$ cat src/rtl/parity_pkg.sv
// Shared constants for the streaming parity unit: frame FSM encoding and parity-mode selection.
package parity_pkg;

    localparam logic [0:0] ST_IDLE     = 1'b0;
    localparam logic [0:0] ST_IN_FRAME = 1'b1;

    localparam logic PAR_EVEN = 1'b0;
    localparam logic PAR_ODD  = 1'b1;

    // Turn a raw XOR reduction into an even/odd parity bit.
    function automatic logic apply_mode(input logic raw, input logic mode);
        logic r;
        r = raw;
        case (mode)
            PAR_EVEN: r = raw;
            PAR_ODD:  r = ~raw;
            default:  r = raw;
        endcase
        return r;
    endfunction

endpackage

$ cat src/rtl/parity_reduce.sv
// Combinational XOR reduction of a WIDTH-bit word (raw even parity).
module parity_reduce #(
    parameter int unsigned WIDTH = 8
) (
    input  logic [WIDTH-1:0] data_i,
    output logic             par_o
);

    assign par_o = ^data_i;

endmodule

$ cat src/rtl/parity_stream_unit.sv
// Streaming parity generator/checker: one-deep registered pipeline with valid/ready,
// per-frame accumulated parity and a saturating mismatch counter.
module parity_stream_unit
    import parity_pkg::*;
#(
    parameter int unsigned WIDTH = 8,
    parameter int unsigned CNT_W = 8
) (
    input  logic             clk,
    input  logic             reset_n,
    input  logic             odd_sel,
    input  logic             in_valid,
    output logic             in_ready,
    input  logic [WIDTH-1:0] in_data,
    input  logic             in_par,
    input  logic             in_last,
    output logic             out_valid,
    input  logic             out_ready,
    output logic [WIDTH-1:0] out_data,
    output logic             out_par,
    output logic             out_err,
    output logic             frm_valid,
    output logic             frm_par,
    output logic             frm_active,
    input  logic             clr_cnt,
    output logic [CNT_W-1:0] err_cnt
);

    localparam logic [CNT_W-1:0] CNT_MAX = '1;

    logic [0:0]       state_q,     state_d;
    logic             out_valid_q, out_valid_d;
    logic [WIDTH-1:0] out_data_q,  out_data_d;
    logic             out_par_q,   out_par_d;
    logic             out_err_q,   out_err_d;
    logic             frm_valid_q, frm_valid_d;
    logic             frm_par_q,   frm_par_d;
    logic             acc_q,       acc_d;
    logic [CNT_W-1:0] err_cnt_q,   err_cnt_d;

    logic word_xor;
    logic word_par;
    logic word_mis;
    logic accept;

    parity_reduce #(.WIDTH(WIDTH)) u_reduce (
        .data_i (in_data),
        .par_o  (word_xor)
    );

    assign word_par = apply_mode(word_xor, odd_sel);
    assign word_mis = word_par ^ in_par;

    // Full-throughput skid-free handshake; never ready while held in reset.
    assign in_ready = reset_n && (!out_valid_q || out_ready);
    assign accept   = in_valid && in_ready;

    always_comb begin
        state_d     = state_q;
        out_valid_d = out_valid_q;
        out_data_d  = out_data_q;
        out_par_d   = out_par_q;
        out_err_d   = out_err_q;
        frm_valid_d = 1'b0;
        frm_par_d   = frm_par_q;
        acc_d       = acc_q;
        err_cnt_d   = err_cnt_q;

        if (out_valid_q && out_ready) begin
            out_valid_d = 1'b0;
        end

        if (accept) begin
            out_valid_d = 1'b1;
            out_data_d  = in_data;
            out_par_d   = word_par;
            out_err_d   = word_mis;

            if (in_last) begin
                frm_par_d   = apply_mode(acc_q ^ word_xor, odd_sel);
                frm_valid_d = 1'b1;
                acc_d       = 1'b0;
                state_d     = ST_IDLE;
            end else begin
                acc_d   = acc_q ^ word_xor;
                state_d = ST_IN_FRAME;
            end

            if (word_mis && (err_cnt_q != CNT_MAX)) begin
                err_cnt_d = err_cnt_q + CNT_W'(1);
            end
        end

        // Clear wins over a same-cycle increment.
        if (clr_cnt) begin
            err_cnt_d = '0;
        end
    end

    always_ff @(posedge clk or negedge reset_n) begin
        if (!reset_n) begin
            state_q     <= ST_IDLE;
            out_valid_q <= 1'b0;
            out_data_q  <= '0;
            out_par_q   <= 1'b0;
            out_err_q   <= 1'b0;
            frm_valid_q <= 1'b0;
            frm_par_q   <= 1'b0;
            acc_q       <= 1'b0;
            err_cnt_q   <= '0;
        end else begin
            state_q     <= state_d;
            out_valid_q <= out_valid_d;
            out_data_q  <= out_data_d;
            out_par_q   <= out_par_d;
            out_err_q   <= out_err_d;
            frm_valid_q <= frm_valid_d;
            frm_par_q   <= frm_par_d;
            acc_q       <= acc_d;
            err_cnt_q   <= err_cnt_d;
        end
    end

    assign out_valid  = out_valid_q;
    assign out_data   = out_data_q;
    assign out_par    = out_par_q;
    assign out_err    = out_err_q;
    assign frm_valid  = frm_valid_q;
    assign frm_par    = frm_par_q;
    assign frm_active = (state_q == ST_IN_FRAME);
    assign err_cnt    = err_cnt_q;

endmodule
$ cat config.mk
export PLATFORM = sky130hd
export DESIGN_NAME = parity_stream_unit
export DESIGN_NICKNAME = d
export VERILOG_FILES = /design/src/rtl/parity_pkg.sv /design/src/rtl/parity_reduce.sv /design/src/rtl/parity_stream_unit.sv
export SDC_FILE = /design/constraint.sdc
export NUM_CORES = 1
export LEC_CHECK = 0
export ABC_AREA = 1
export ABC_CLOCK_PERIOD_IN_PS = 1200
export BUFFER_PORTS_ARGS = -buffer_cell sky130_fd_sc_hd__buf_2
export CAP_MARGIN = 20
export CORE_UTILIZATION = 25
export DETAILED_ROUTE_END_ITERATION = 8
export PLACE_DENSITY = 0.54
export SLEW_MARGIN = 30
export SYNTH_ARGS = -nofsm -noshare
export SYNTH_HDL_FRONTEND = slang
export SYNTH_HIERARCHICAL = 1
export SYNTH_SLANG_ARGS = --single-unit
export TNS_END_PERCENT = 50
$ cat constraint.sdc
create_clock -name clk -period 1.2 [get_ports clk]
set_input_delay 0.18 -clock clk [delete_from_list [all_inputs] [get_ports clk]]
set_output_delay 0.18 -clock clk [all_outputs]
set_load 0.005 [all_outputs]
**Yosys cells after proc, flatten, opt, wreduce, memory -nomap -nowiden**

Cells that the tools add are included.

- Flip-flop bits (word level): 23
- Input bits: 16
- Output and inout bits: 23
- Word-level logic and storage cells: 39

- Add/subtract/negate cells: 1
- Equal/unequal tests: 1
- Muxes and demuxes: 11
- Bitwise gates (word level): 5
- Reduce and logical (&&, ||, !) cells: 12

Operator list:

| kind | count |
|---|---|
| 8-bit 2-to-1 mux | 3 |
| 8-bit by 1-bit adder with 8-bit output (second input constant) | 1 |
| 8-bit != test (second input constant) | 1 |
| 8-bit XOR reduction | 1 |
| 1-bit 2-to-1 mux | 6 |
| 2-bit nonzero test | 3 |
| 1-bit logical AND | 4 |
| 1-bit one-hot mux with 2 select lines | 2 |
| 2-bit AND reduction | 2 |
| 1-bit NOT | 3 |
| 1-bit bitwise XOR | 2 |
| 1-bit zero test | 1 |
| 1-bit logical OR | 1 |

**Depth between registers and ports, before layout**

- Depth after elaboration: 8
- Depth in mapped cells: 15
- Gate-level depth less buffers: 15

**Modules after synthesis**

The synthesis kept the hierarchy.

By module, submodules not included:

| module | times used | cells each | area an instance (sq um) | sequential area each (sq um) |
|---|---|---|---|---|
| parity_stream_unit | 1 | 157 | 1209.9 | 575.6 |
| parity_reduce | 1 | 47 | 176.4 | 0.0 |

**Least setup slack after synthesis**

OpenSTA, ideal clock, no wires.

- Kind: flip-flop to flip-flop
- Start: register err_cnt_q[0] (netlist: err_cnt[0])
- End: register err_cnt_q[5] (netlist: err_cnt[5])
- Library setup time: 117 ps
- Arrival time: 1141 ps
- Data required time: 1083 ps
- Slack: -57 ps
- Cell stages (with the launch flop): 9
- Path buffers: 0
- Clock period less this slack: 1257 ps
- Cell sequence: dfrtp_1 ha_1 nand2_2 nor2_4 nand2_2 nand3_4 nand2_4 nand2_1 nand2_1

- Longest elaborated chain between the ends: 4
- Elaborated cells on any way between the ends: 8
- Those cells by class: 1 x add/sub; 1 x eq/ne; 3 x mux; 3 x reduce/logical

Ends and longest elaborated chain:

| what | RTL line | text |
|---|---|---|
| start, declared | parity_stream_unit.sv:39 | `logic [CNT_W-1:0] err_cnt_q, err_cnt_d;` |
| start signal, assigned | parity_stream_unit.sv:120 | `err_cnt_q <= err_cnt_d;` |
| 8-bit by 1-bit adder with 8-bit output / 8-bit != test (equally long branches) | parity_stream_unit.sv:90, parity_stream_unit.sv:89 |  |
| 8-bit 2-to-1 mux / 1-bit logical AND (equally long branches) | parity_stream_unit.sv:89 | `if (word_mis && (err_cnt_q != CNT_MAX)) begin` |
| 8-bit 2-to-1 mux / 2-bit nonzero test (equally long branches) | -- |  |
| 8-bit 2-to-1 mux / 2-bit AND reduction (equally long branches) | -- |  |

Several ways; a longest one is shown, not always the timed one. The select of a mux whose other input is x is not followed.
A chain may end at the register's enable or synchronous reset.

**Worst setup path after layout**

- Start: register err_cnt_q[1] (netlist: err_cnt[1])
- End: register err_cnt_q[3] (netlist: err_cnt[3])

Same word-level chain as after synthesis.

==> results.yml <==
clock_network:
  clk_latency_ps: 260
  cts.path.max_buffers: 2
  cts-htree-levels: 1
  clk_transition_reported_paths_ps: 90
  tritoncts: "built"
  cts-buffers-inserted: 3
  root_buffer_cell: "sky130_fd_sc_hd__clkbuf_8"
  cts_num_sinks: 23
min_path:
  holdPathStages: 3
  timing.hold.worst.class: "in2reg"
  hold_start: "in_data[4]"
  hold_path_end: "out_data[4]$_DFFE_PN0P_"
placed_design:
  dp_hpwl_um: 2503
  port-buffer-count: 38
  placed_cells: 324
  post_dp_cell_area_mm2: 0.001767
  gp_congestion: 0.7360
logic_synthesis:
  synth_area_leaders: "sky130_fd_sc_hd__dfrtp_1 (42%), sky130_fd_sc_hd__nand2_1 (29%), sky130_fd_sc_hd__inv_1 (6.2%)"
  synth-edff-count: 0
  syn_nets: 221
  synth_common_cells: "sky130_fd_sc_hd__nand2_1 (108), sky130_fd_sc_hd__dfrtp_1 (23), sky130_fd_sc_hd__inv_1 (23)"
  syn_area_mm2: 0.001386
  synth.ff_latch_count: 23
  synth_top_flop_cell: "sky130_fd_sc_hd__dfrtp_1"
  postSynthAreaPerCell_um2: 6.796
  synth.largest_area_cell: "sky130_fd_sc_hd__dfrtp_1"
  post_synth_inst_count: 204
  post_synth_num_cell_types: 20
  yosysMostFrequentCell: "sky130_fd_sc_hd__nand2_1"
  synthesis.yosys.warnings: 6
  async_reset_ff_frac: 1.000
  ys_seq_area_frac: 0.4152
  synthDominantCellAreaShare: 0.4152
grt:
  first_global_vias: 1227
  globalRoute.totalOverflow: 0
  grt_antenna_before_repair: 0
  pin_count_of_the_biggest_net_entering_global_routing: 24
  global_route_wire_length_before_repair_um: 5595
  grt_use_total: 0.1193
final_layout:
  antenna_cells_inserted: 0
  post_route_cells_drive_above_1_share: 0.3220
  flow.area_growth_from_synthesis_pct: 38.54
  final_nets: 282
  number_of_standard_cells_in_the_final_layout_excluding_fillers: 334
  finalInstanceArea_mm2: 0.001921
critical_path:
  rr_endpoint: "err_cnt[3]$_DFFE_PN0P_"
  crit_path_start_kind: "flop"
  critical_path.startpoint: "err_cnt[1]$_DFFE_PN0P_"
  worst_r2r_path_depth: 8
  timing.setup.critical_path_class: "reg2reg"
  cp_data_required_time_ps: 1360
  endpoint_kind: "flop"
  r2r_slack_ps: -40
  path_cells: "ha_2, nand2_4, nor2_4, nand2_2, nand3_4, nand2_4, nand2_1, nand2_1"
  cp_top_family: "simple AND/OR/NAND/NOR gates"
  worstReg2RegStart: "err_cnt[1]$_DFFE_PN0P_"
  worst_path_max_delay_cell: "sky130_fd_sc_hd__dfrtp_1"
  critical_path_arrival_ps: 1400
  crit_path_max_fanout: 6
  worstPathBufferInverterCount: 0
  slowest_delay_ps: 360
sta:
  timing.final.crit_share: 1.034
  final_worst_clock_skew_ps: 2.297
  hold-worst-slack_ps: 155.7
  post-route-min-period_ps: 1241
  finalWorstSetupSlack_ps: -40.97
  final_hold_viol_count: 0
  slew-limit-headroom: 0.7924
  fin_max_slew_vios: 0
  final_setup_viols: 8
  achievable-frequency_mhz: 805.8
  setup-tns-final_ps: -228.2
  grt_setup_unrepaired: "yes"
  max_slew.worst_pin.slew_ps: 311.4
die:
  die_outline_area_mm2: 0.005847
  die_w_um: 76.47
  initial_utilization: 0.2647
  io_pins: 39
  placeable_core_area_mm2: 0.005238
  placementRows: 26
  dieHeight_um: 76.47
drt:
  dr_total_vias: 1380
  routed_wirelength_um: 3314
  drcViolationCount: 0
  drt_iter0_drc: 44
  drt_pass1_iterations: 4
  vias_per_cell: 4.132
  post_drt_wl_per_cell_um: 9.922
  antenna_violating_nets_remaining: 0
status:
  violations: "negative setup slack"
  result_of_the_run: "finished, violations left"
power:
  vdd_ir_drop_max_v: 0.0006654
  p_leak_nw: 1.130
  power_density_mw_per_mm2: 1043
run:
  max_cap_viol_count: 0
worst max path at each step:
stage,end,slack [ps],cells after the start
final,err_cnt[3]$_DFFE_PN0P_,-40,8
after global routing,err_cnt[2]$_DFFE_PN0P_,-130,8
after CTS,err_cnt[3]$_DFFE_PN0P_,-50,8
after detailed placement,err_cnt[3]$_DFFE_PN0P_,-270,16
after global placement,err_cnt[7]$_DFFE_PN0P_,-240,15
after floorplan,err_cnt[5]$_DFFE_PN0P_,-50,8
routing by layer:
layer  share of wire  track usage  vias up
met3           0.048      0.03952        2
li1                -            -      731
met4          0.0057      0.02308        0
met5               0            0        -
met1            0.48       0.1461      619
met2            0.47       0.2036       28
cells in the final DEF, fill, tap and decap left out:
cell type and n:
sky130_fd_sc_hd__inv_2 2, sky130_fd_sc_hd__dlygate4sd3_1 1, sky130_fd_sc_hd__buf_12 1, sky130_fd_sc_hd__xor2_1 2
sky130_fd_sc_hd__o21ai_0 3, sky130_fd_sc_hd__nor3b_1 1, sky130_fd_sc_hd__nand2_1 101, sky130_fd_sc_hd__nor2_8 1
sky130_fd_sc_hd__nand3_4 1, sky130_fd_sc_hd__nand2_4 4, sky130_fd_sc_hd__buf_8 1, sky130_fd_sc_hd__inv_1 23
sky130_fd_sc_hd__nand3_1 9, sky130_fd_sc_hd__nor2_2 2, sky130_fd_sc_hd__nand2_2 9, sky130_fd_sc_hd__clkbuf_8 3
sky130_fd_sc_hd__buf_6 2, sky130_fd_sc_hd__a21oi_1 1, sky130_fd_sc_hd__buf_2 38, sky130_fd_sc_hd__nor2_1 11
sky130_fd_sc_hd__clkinv_2 1, sky130_fd_sc_hd__inv_4 1, sky130_fd_sc_hd__nand3_2 3, sky130_fd_sc_hd__nand3b_1 1
sky130_fd_sc_hd__xnor2_1 2, sky130_fd_sc_hd__dfrtp_1 23, sky130_fd_sc_hd__ha_2 1, sky130_fd_sc_hd__nor2_4 1
sky130_fd_sc_hd__buf_4 14, sky130_fd_sc_hd__o21ai_1 1
worst register-to-register path: stages, from the launching register on:
cell and delay, ps:
sky130_fd_sc_hd__dfrtp_1 360, sky130_fd_sc_hd__ha_2 210, sky130_fd_sc_hd__nand2_4 70, sky130_fd_sc_hd__nor2_4 110
sky130_fd_sc_hd__nand2_2 100, sky130_fd_sc_hd__nand3_4 110, sky130_fd_sc_hd__nand2_4 80, sky130_fd_sc_hd__nand2_1 70
sky130_fd_sc_hd__nand2_1 50
power breakdown:
part	switching [mW]	internal, mW
registers	0.0611	0.875
clock network	0.263	0.232
logic	0.305	0.266
total	0.629	1.37
kinds of logic after synthesis:
kind of cell               count (synthesis)  share of synthesized area
and+or+nand+nor                          143                     0.4549
xor gates and xnor gates                   4                    0.02528
adders and majority gates                  1                   0.009024
AOI/OAI and AO/OA                          5                    0.01805
DFF                                       23                     0.4152
buffers and inverters                     28                    0.07762
metrics by stage:
| step | setup slack, ps | total power, mW | util |
|---|---|---|---|
| CTS | -46.59 | 2.012 | 0.3528 |
| floorplan | -47.62 | 1.222 | - |
| global route | -134.6 | 2.136 | 0.3667 |
| finish | -40.97 | 2.003 | 0.3667 |
| global placement | -240.4 | 1.471 | 0.3373 |
| detailed placement | -270.1 | 1.483 | 0.3373 |
registers in the layout, indices dropped and copies added (netlist names):
signal and count:
acc_q 1, frm_valid 1, out_err 1, frm_active 1
err_cnt 8, out_valid 1, out_data 8, frm_par 1
out_par 1
what timing repair did:
action | 4_1_cts | 5_1_grt
pin swaps | 3 | 5
gates cloned | 1 | 0
hold buffers | 1 | 0
endpoints found under the hold margin | 23 | 0
buffers inserted | 1 | 4
gates resized for setup | 4 | 11
setup endpoints to repair | 10 | 11
area by class of cell:
type	instances	area, um2
Clock inverter	1	5.005
Tap cell	70	87.58
Sequential cell	23	575.6
Multi-Input combinational cell	154	748.2
Fill cell	583	3317
Inverter	26	100.1
Timing Repair Buffer	57	362.8
Clock buffer	3	41.29
Note: power is estimated with default switching activity, not from simulation.
